===== config.mk =====
export PLATFORM = sky130hd
export DESIGN_NAME = night_clock_ctrl
export DESIGN_NICKNAME = d
export VERILOG_FILES = /design/src/rtl/night_clock_ctrl.sv
export SDC_FILE = /design/constraint.sdc
export NUM_CORES = 1
export LEC_CHECK = 0
export ABC_AREA = 0
export CAP_MARGIN = 20
export CORE_MARGIN = 4
export CORE_UTILIZATION = 57
export DETAILED_ROUTE_END_ITERATION = 10
export PLACE_DENSITY = 0.87
export SYNTH_ARGS = -nofsm -noshare
export SYNTH_HDL_FRONTEND = slang
export SYNTH_SLANG_ARGS = --single-unit

===== constraint.sdc =====
create_clock -name vga_clk -period 9.1 [get_ports vga_clk]
set_input_delay 1.82 -clock vga_clk [delete_from_list [all_inputs] [get_ports vga_clk]]
set_output_delay 1.82 -clock vga_clk [all_outputs]
set_load 0.005 [all_outputs]

===== src/rtl/night_clock_ctrl.sv =====
`default_nettype none
// ============================================================================
// Module  : night_clock_ctrl
// Brief   : Counts frames into in-game hours and addresses the time sprite ROM.
// Revision: 1.0
// ============================================================================
module night_clock_ctrl #(
  parameter int FRAMES_PER_HOUR = 5400,
  parameter int LAST_HOUR       = 6,
  parameter int WIN_X           = 560,
  parameter int WIN_Y           = 16,
  parameter int SPR_W           = 29,
  parameter int SPR_H           = 30
) (
  input  logic        vga_clk,
  input  logic        reset_n,
  input  logic [9:0]  DrawX,
  input  logic [9:0]  DrawY,
  input  logic        start,
  input  logic        pause,
  output logic [2:0]  hour,
  output logic        running,
  output logic        frame_tick,
  output logic        hour_tick,
  output logic        night_done,
  output logic        in_window,
  output logic [12:0] rom_address
);

  localparam logic [15:0] FPH_M1      = 16'(FRAMES_PER_HOUR - 1);
  localparam logic [2:0]  LAST        = 3'(LAST_HOUR);
  localparam logic [9:0]  VBLANK_ROW  = 10'd480;
  localparam logic [9:0]  X0          = 10'(WIN_X);
  localparam logic [9:0]  X1          = 10'(WIN_X + SPR_W);
  localparam logic [9:0]  Y0          = 10'(WIN_Y);
  localparam logic [9:0]  Y1          = 10'(WIN_Y + SPR_H);
  localparam logic [12:0] HOUR_STRIDE = 13'(SPR_W * SPR_H);
  localparam logic [12:0] ROW_STRIDE  = 13'(SPR_W);

  typedef enum logic [1:0] {IDLE, RUN, PAUSED, DONE} state_t;

  state_t      state, state_nxt;
  logic [2:0]  hour_nxt;
  logic [15:0] frame_cnt, frame_cnt_nxt;
  logic [9:0]  prev_y;
  logic        frame_tick_nxt, hour_tick_nxt, night_done_nxt;
  logic [12:0] dx, dy;

  always_ff @(posedge vga_clk or negedge reset_n) begin
    if (!reset_n) begin
      state      <= IDLE;
      hour       <= '0;
      frame_cnt  <= '0;
      prev_y     <= '0;
      frame_tick <= 1'b0;
      hour_tick  <= 1'b0;
      night_done <= 1'b0;
    end else begin
      state      <= state_nxt;
      hour       <= hour_nxt;
      frame_cnt  <= frame_cnt_nxt;
      prev_y     <= DrawY;
      frame_tick <= frame_tick_nxt;
      hour_tick  <= hour_tick_nxt;
      night_done <= night_done_nxt;
    end
  end

  always_comb begin
    state_nxt      = state;
    hour_nxt       = hour;
    frame_cnt_nxt  = frame_cnt;
    hour_tick_nxt  = 1'b0;
    night_done_nxt = 1'b0;
    frame_tick_nxt = (DrawY == VBLANK_ROW) && (prev_y != VBLANK_ROW);

    case (state)
      RUN: begin
        // A tick arriving together with pause is still counted before pausing.
        if (frame_tick) begin
          if (frame_cnt == FPH_M1) begin
            frame_cnt_nxt = '0;
            hour_nxt      = hour + 3'd1;
            hour_tick_nxt = 1'b1;
            if (hour_nxt == LAST) begin
              state_nxt      = DONE;
              night_done_nxt = 1'b1;
            end
          end else begin
            frame_cnt_nxt = frame_cnt + 16'd1;
          end
        end
        if (state_nxt == RUN && pause) state_nxt = PAUSED;
      end
      IDLE, PAUSED, DONE: begin
        if (start) begin
          hour_nxt      = '0;
          frame_cnt_nxt = '0;
          state_nxt     = pause ? PAUSED : RUN;
        end else if (state == PAUSED && !pause) begin
          state_nxt = RUN;
        end
      end
      default: state_nxt = IDLE;
    endcase
  end

  assign running = (state == RUN);

  // Address is combinational so the negedge-sampled ROM returns same-cycle data.
  assign in_window = (DrawX >= X0) && (DrawX < X1) && (DrawY >= Y0) && (DrawY < Y1);
  assign dx = 13'(DrawX - X0);
  assign dy = 13'(DrawY - Y0);
  assign rom_address = in_window ? (13'(hour) * HOUR_STRIDE + dy * ROW_STRIDE + dx) : 13'd0;

endmodule
`default_nettype wire

; ---- Yosys cells after proc, flatten, opt, wreduce, memory -nomap -nowiden
; Cells that the tools add are included.
[word_totals]
wordCells = 67
ff_bits = 34
output_inout_bits = 21
in_bits = 24
[op_classes]
mul = 2
muxes = 25
order_cmp = 4
reduce_logical = 11
eq_ne = 12
n_addsub = 6
[op_table]
columns = cell, n
row1 = $mux 16, 3
row2 = $pmux 16 s2, 1
row3 = $add 13x13->13, 2
row4 = $add 16x1->16 const B, 1
row5 = $eq 16x13->1 const B, 1
row6 = $mux 2, 8
row7 = $mul 13x5->13 const B, 1
row8 = $mux 13, 1
row9 = $mul 3x9->12 const B, 1
row10 = $sub 10x10->11 const B, 1
row11 = $sub 10x5->11 const B, 1
row12 = $eq 10x9->1 const B, 1
row13 = $ge 10x10->1 const B, 1
row14 = $ge 10x5->1 const B, 1
row15 = $lt 10x10->1 const B, 1
row16 = $lt 10x6->1 const B, 1
row17 = $ne 10x9->1 const B, 1
row18 = $mux 3, 3
row19 = $mux 1, 7
row20 = $logic_and 1x1->1, 6
row21 = $pmux 3 s2, 1
row22 = $eq 2x1->1 const B, 2
row23 = $eq 2x2->1 const B, 2
row24 = $ne 2x1->1 const B, 2
row25 = other kinds (10), 10

; ---- Logic depth before layout (Yosys ltp)
; Gate-level depths: netlist of the first run.
[depth]
word_depth = 10
depth_mapped = 18
depth_no_buf = 18

; ---- Worst setup path after synthesis of the first run
; Ideal clock, no wire load.
[synth_timing]
path_type = in2out
startpoint = in DrawY[4]
endpoint = out rom_address[12]
arrival_ps = 5861
required_time_ps = 7280
path_stages = 17
n_path_buf = 0
path_slack_ps = 1419
path_cell_list = inv_1 > ha_1 > xnor2_1 > inv_1 > ha_1 > fa_1 > fa_1 > inv_1 > fa_1 > inv_1 > ha_1 > o21a_1 > a21oi_1 > a21oi_1 > a2111oi_2 > nor3_1 > nor3b_2
[synth_between]
elab_chain_len = 5
word_cells_on_any_way = 9
classes_between = add/sub: 3 / mul: 1 / order compare: 2 / mux: 1 / reduce/logical: 2
[synth_rtl]
columns = element, line
row1 = from (decl), 18  ; input logic [9:0] DrawY,
row2 = $sub 10x5->11, 113  ; assign dy = 13'(DrawY - Y0);
row3 = $mul 13x5->13, 114  ; assign rom_address = in_window ? (13'(hour) * HOUR_STRIDE + dy * ROW_STRIDE + dx) : 13'd0;
row4 = $add 13x13->13 (2 in a row), 114
row5 = $mux 13 (*), 114
row6 = to (decl), 27  ; output logic [12:0] rom_address
; Every way passes the cells marked *; elsewhere a longest branch is shown, timed or not.

; ---- Worst setup path in the final report of the first run
; Same ends and word-level chain as after synthesis.

==> reports/metrics.csv, run 1 <==
metric,value,unit
"Top FF cell, synth",dfrtp_1,
Worst IR Drop VDD,316.7,uV
Die W,89.49,um
Synth Area in Adders,32.46,%
Initial Util,59.27,%
GPL Wtd Cong,0.9696,
area grow syn2layout,19.17,%
xor-xnor portion of the synthesized cell area,10.55,%
clk_lat worst skew,0.30,ns
Fmax,114.4,MHz
vias in the first global route,3063,
Area contributors post-synth,"dfrtp_1 22%, fa_1 17%, ha_1 16%",
die height,89.49,um
Power Dens Cells,206.2,nW/um^2
RSZ-0062 raised after global routing,no,
Syn Nets,519,
pin count of the biggest net entering global routing,35,
global-route wire length before repair,13860,um
vias per cell,5.552,
Post-Synth Simple-Gate Area,14.84,%
CTS hold repair buffers,0,
total grt overflow,0,
Max clock buf depth,2,
drt pass-1 iters,4,
Post-Route Setup TNS,0,ns
crit share post-route,96.05,%
compound-gate portion of the synthesized area,11.17,%
PortBufs,44,
fin nets,574,
measured slew at the worst slew-check pin,1.043,ns
number of distinct library cells after synthesis,51,
Post-CTS Resized,0,
die area,8008,sq um
Clock Root Buffer,clkbuf_8,
Crit. End Element,output pin,
share of cells above drive strength 1,5.297,%
fin crit period,8.741,ns
DR WL/cell,15.08,um
largest family of logic cells by synthesized area,adder cells,
final instance area,4511,sq um
FP Rows,29,
Post-synth ARST share,100.0,%
Tot GR Track Use,22.35,%
core box area,6386,sq um
register area share after synthesis,22.48,%
Final Hold Viols,0,
diode count,0,
post-synth top area cell,dfrtp_1,
Post-Synthesis Cells,416,
final hold slack,0.5313,ns
Routed WL,8279,um
Crit Path Max Fanout,6,
ANT nets after route,0,
DRC viols,0,
Clock Pin Slew Worst Setup and Hold Paths,0.07,ns
status,finished clean,
LEAKAGE,0.002204,uW
CP required,7.28,ns
Detailed Place HPWL,6899,um
WS Path Type,primary input to output pin,
H-tree levels,2,
Yosys warnings,0,
Rel. slew slack,30.49,%
top-area cell type share of the netlist area,22.48,%
initial antenna violation count,0,
placed cell areas,4362,sq um
vias after detailed routing,3048,
post-CTS setup buffer count,0,
Yosys reg bits,34,
final setup vio count,0,
Hold Crit Class,flip-flop to flip-flop,
Slew Limit Fails,0,
Iter 0 DRT Violations,160,
Sink Count,34,
mux contribution to synthesized area,0.5289,%
max-cap violations,0,
number of synthesized flops with an enable pin,0,
Inserted Clock Buffers,5,
synthesized cell area,3785,sq um
post-synthesis area per instance,9.098,sq um
crit start category,primary input,
CTS tree,yes,
arrival time worst endpoint,6.92,ns
top-level I/O count,45,
Setup Skew,0.01132,ns
==> final timing paths <==
path / from / endpoint / slack (ns) / cells past startpoint
worst max-delay path: DrawY[4] / rom_address[12] / 0.36 / 19
worst min-delay path: frame_cnt[1] / frame_cnt[1] / 0.53 / 2
worst max register to register: state[1] / hour[2] / 6.50 / 6
worst min register to register: frame_cnt[1] / frame_cnt[1] / 0.53 / 2
max in group asynchronous: reset_n / prev_y[0] / 6.86 / 2
min in group asynchronous: reset_n / frame_cnt[14] / 1.93 / 2
==> Yosys cell counts, types with 3 or more instances <==
cell type	instances
a211oi_1	4
a21o_1	3
a21oi_1	17
dfrtp_1	34
fa_1	32
ha_1	47
inv_1	77
nand2_1	22
nand3_1	13
nand4b_1	3
nor2_1	38
nor2b_1	5
nor3_1	9
nor4bb_1	3
o21a_1	3
o21ai_0	16
o31ai_1	4
or3_1	4
xnor2_1	24
xor2_1	19
==> cell type report <==
type / instances / area, sq um
tap: 77 / 96.34
timing repair buffer: 51 / 493.0
fill: 481 / 1876
multi-input combinational: 302 / 2686
inverter: 77 / 289.0
clock inverter: 2 / 12.51
clock buffer: 6 / 82.58
sequential: 34 / 850.8
==> per-stage QoR <==
stage	power, uW	util (%)	std cells	setup slack (ns)
floorplan	678.8	-	416	1.419
global placement	783.2	68.30	541	0.2378
detailed placement	811.9	68.30	541	0.1596
CTS	930.8	69.79	549	0.1399
global route	1021	70.63	549	0.02866
finish	930.2	70.63	549	0.3591
==> registers in the layout (all words and copies together), names as in the netlist <==
| name | cells |
|---|---|
| night_done | 1 |
| state | 2 |
| hour | 3 |
| hour_tick | 1 |
| frame_tick | 1 |
| frame_cnt | 16 |
| prev_y | 10 |
==> power by group <==
part	switching [uW]	internal, uW	leakage [uW]
Clock	56.6	60.8	0.0000472
Sequential	5.80	156	0.000446
Combinational	360	292	0.00171
==> metal layers <==
| layer | wire length [um] | global-route usage (%) | vias up |
|---|---|---|---|
| met2 | 4217 | 39.52 | 73 |
| met4 | 128 | 5.277 | 0 |
| li1 | - | - | 1474 |
| met5 | 0 | 0 | - |
| met1 | 3556 | 28.71 | 1488 |
| met3 | 376 | 3.502 | 13 |
==> layout by cell type, fill, tap and decap left out, types with 6 or more instances in the layout <==
cell,count
buf_4,7
dfrtp_1,34
o21ai_0,16
nand3_1,13
inv_1,77
a21oi_1,17
fa_1,32
clkbuf_8,6
clkdlybuf4s50_1,44
nand2_1,22
nor2_1,36
xor2_1,17
nor3_1,9
ha_1,46
xnor2_1,22
==> kinds of logic after synthesis <==
logic type	Yosys count
simple gates	112
buf+inv	80
fa+ha+maj	79
compound gates	65
xor+xnor	44
flops	34
mux	2
==> critical path, cell delays in order <==
cell and delay [ns]:
clkdlybuf4s50_1 0.46, buf_4 0.19, nor2_4 0.15, nand2_1 0.07
nor2_1 0.16, xor2_2 0.21, inv_1 0.08, fa_1 0.47
fa_1 0.54, inv_1 0.06, fa_1 0.53, inv_1 0.05
fa_1 0.53, inv_1 0.04, ha_1 0.33, a2111oi_2 0.41
nor3_1 0.10, nor3b_2 0.18, clkdlybuf4s50_1 0.54
Power figures use the tool's default switching activity.
==> run 2: changes to the inputs <==
Settings changed: GPL_ROUTABILITY_DRIVEN set to 0.
==> reports/metrics.csv, run 2 (synthesis results as in run 1) <==
metric,value,unit
status,finished clean,
ANT nets after route,0,
share of cells above drive strength 1,4.459,%
RSZ-0062 raised after global routing,no,
arrival time worst endpoint,7.07,ns
Routed WL,7949,um
R2R cell count,6,
reg2reg start,state[1],
Clock Root Buffer,clkbuf_8,
fin nets,574,
max-cap violations,0,
DRC viols,0,
Rel. slew slack,35.67,%
vias per cell,5.544,
final hold slack,0.5256,ns
LEAKAGE,0.002211,uW
final setup vio count,0,
Hold EP,frame_cnt[1],
Setup Skew,0.01152,ns
Sink Count,34,
vias in the first global route,3038,
Iter 0 DRT Violations,128,
Reg power frac,16.4,%
Slew Limit Fails,0,
total grt overflow,0,
Crit Path Max Fanout,6,
internal power component,549.5,uW
pre-CTS setup slack,0.1465,ns
most frequent cells in the layout,"77 x inv_1, 47 x ha_1, 44 x clkdlybuf4s50_1",
initial antenna violation count,0,
sw frac,43.92,%
PortBufs,44,
Power Dens Cells,217.3,nW/um^2
Gate power share,69.4,%
Hold Crit Class,flip-flop to flip-flop,
Post-Layout Cell Count,548,
clock share of power,14.1,%
"Most flops, register",frame_cnt,
fin crit period,8.892,ns
fin util,70.61,%
crit share post-route,97.71,%
Initial Util,59.27,%
area grow syn2layout,19.14,%
Net Switching,430.4,uW
CP peak stage delay,0.54,ns
drt pass-1 iters,4,
clk_lat worst skew,0.28,ns
hold path start,frame_cnt[1],
Post-Route Setup TNS,0,ns
vias after detailed routing,3038,
Slowest cell on crit path,fa_1,
worst-path cell chain,"clkdlybuf4s50_1, inv_1, ha_1, xnor2_1, inv_1, ha_1, fa_1, fa_1, inv_1, fa_1, inv_1, ha_1, o21a_1, a21oi_1, a21oi_1, a2111oi_4, nor3_1, nor3b_2, clkdlybuf4s50_1",
pin count of the biggest net entering global routing,35,
CTS tree,yes,
biggest regs,"frame_cnt x16, prev_y x10, hour x3",
Fmax,112.5,MHz
diode count,0,
Clock Pin Slew Worst Setup and Hold Paths,0.06,ns
core box area,6386,sq um
PnR worst setup slack,0.2079,ns
Reg2Reg Capture Point,hour[2],
Die W,89.49,um
"commonest non-fill, non-tap cell in the layout",inv_1,
top-level I/O count,45,
Tot GR Track Use,21.48,%
Crit. End Element,output pin,
Detailed Place HPWL,6709,um
H-tree levels,2,
DR WL/cell,14.51,um
Placed Cells,540,
WS Path Type,primary input to output pin,
flip-flop count of the largest register after layout,16,
global-route wire length before repair,13490,um
FP Rows,29,
CP required,7.28,ns
measured slew at the worst slew-check pin,0.9650,ns
Inserted Clock Buffers,5,
Final Hold Viols,0,
Min-Delay Path Depth,2,
die area,8008,sq um
crit start category,primary input,
R2R Setup Slk,6.64,ns
Worst IR Drop VDD,296.4,uV
Max clock buf depth,2,
die height,89.49,um
most frequent CP cell,inv_1,
[run 2: worst max-delay path by stage]
stage,depth (start not counted),endpoint,startpoint
final,19,rom_address[12],DrawY[4]
after global routing,20,rom_address[12],DrawY[4]
after CTS,20,rom_address[12],DrawY[4]
after detailed placement,20,rom_address[12],DrawY[4]
after global placement,19,rom_address[12],DrawY[4]
after floorplan,17,rom_address[12],DrawY[4]
[run 2: through the flow]
step	power (uW)	area [sq um]
2_1_floorplan	678.8	3785
3_3_place_gp	782.5	4354
3_5_place_dp	814.6	4354
4_1_cts	956.1	4467
5_1_grt	1075	4509
6_report	979.9	4509
[run 2: repair_timing]
action,CTS,global route
resized for setup,0,5
setup endpoints to repair,0,2
hold buffers,0,0
buffers inserted,0,1
[run 2: power by group through the flow]
stage / logic, uW / registers [uW] / clock network [uW]
floorplan: 516 / 163 / 0
global placement: 619 / 164 / 0
detailed placement: 650 / 164 / 0
CTS: 654 / 161 / 141
global route: 764 / 162 / 149
finish: 680 / 161 / 138
[run 2: layer usage]
| layer | vias up | global-route usage, % | part of all wire, % |
|---|---|---|---|
| li1 | 1476 | - | - |
| met4 | 0 | 4.195 | 1.0 |
| met1 | 1472 | 28.78 | 43 |
| met3 | 12 | 3.871 | 4.8 |
| met2 | 78 | 36.70 | 51 |
| met5 | - | 0 | 0 |
[run 2: final cells by class]
cell class | count | area [sq um]
clock inverter | 1 | 30.03
fill | 447 | 1877
multi-input combinational | 302 | 2668
inverter | 77 | 289.0
tap | 77 | 96.34
sequential | 34 | 850.8
clock buffer | 6 | 82.58
timing repair buffer | 51 | 493.0
[run 2: worst max-delay path: cells and delay by family]
family / cells / cell delay [ns]
adders and majority gates: 6 / 2.50
xor gates and xnor gates: 1 / 0.22
buffers and inverters: 6 / 1.36
AOI/OAI and AO/OA: 4 / 0.87
and+or+nand+nor: 2 / 0.29
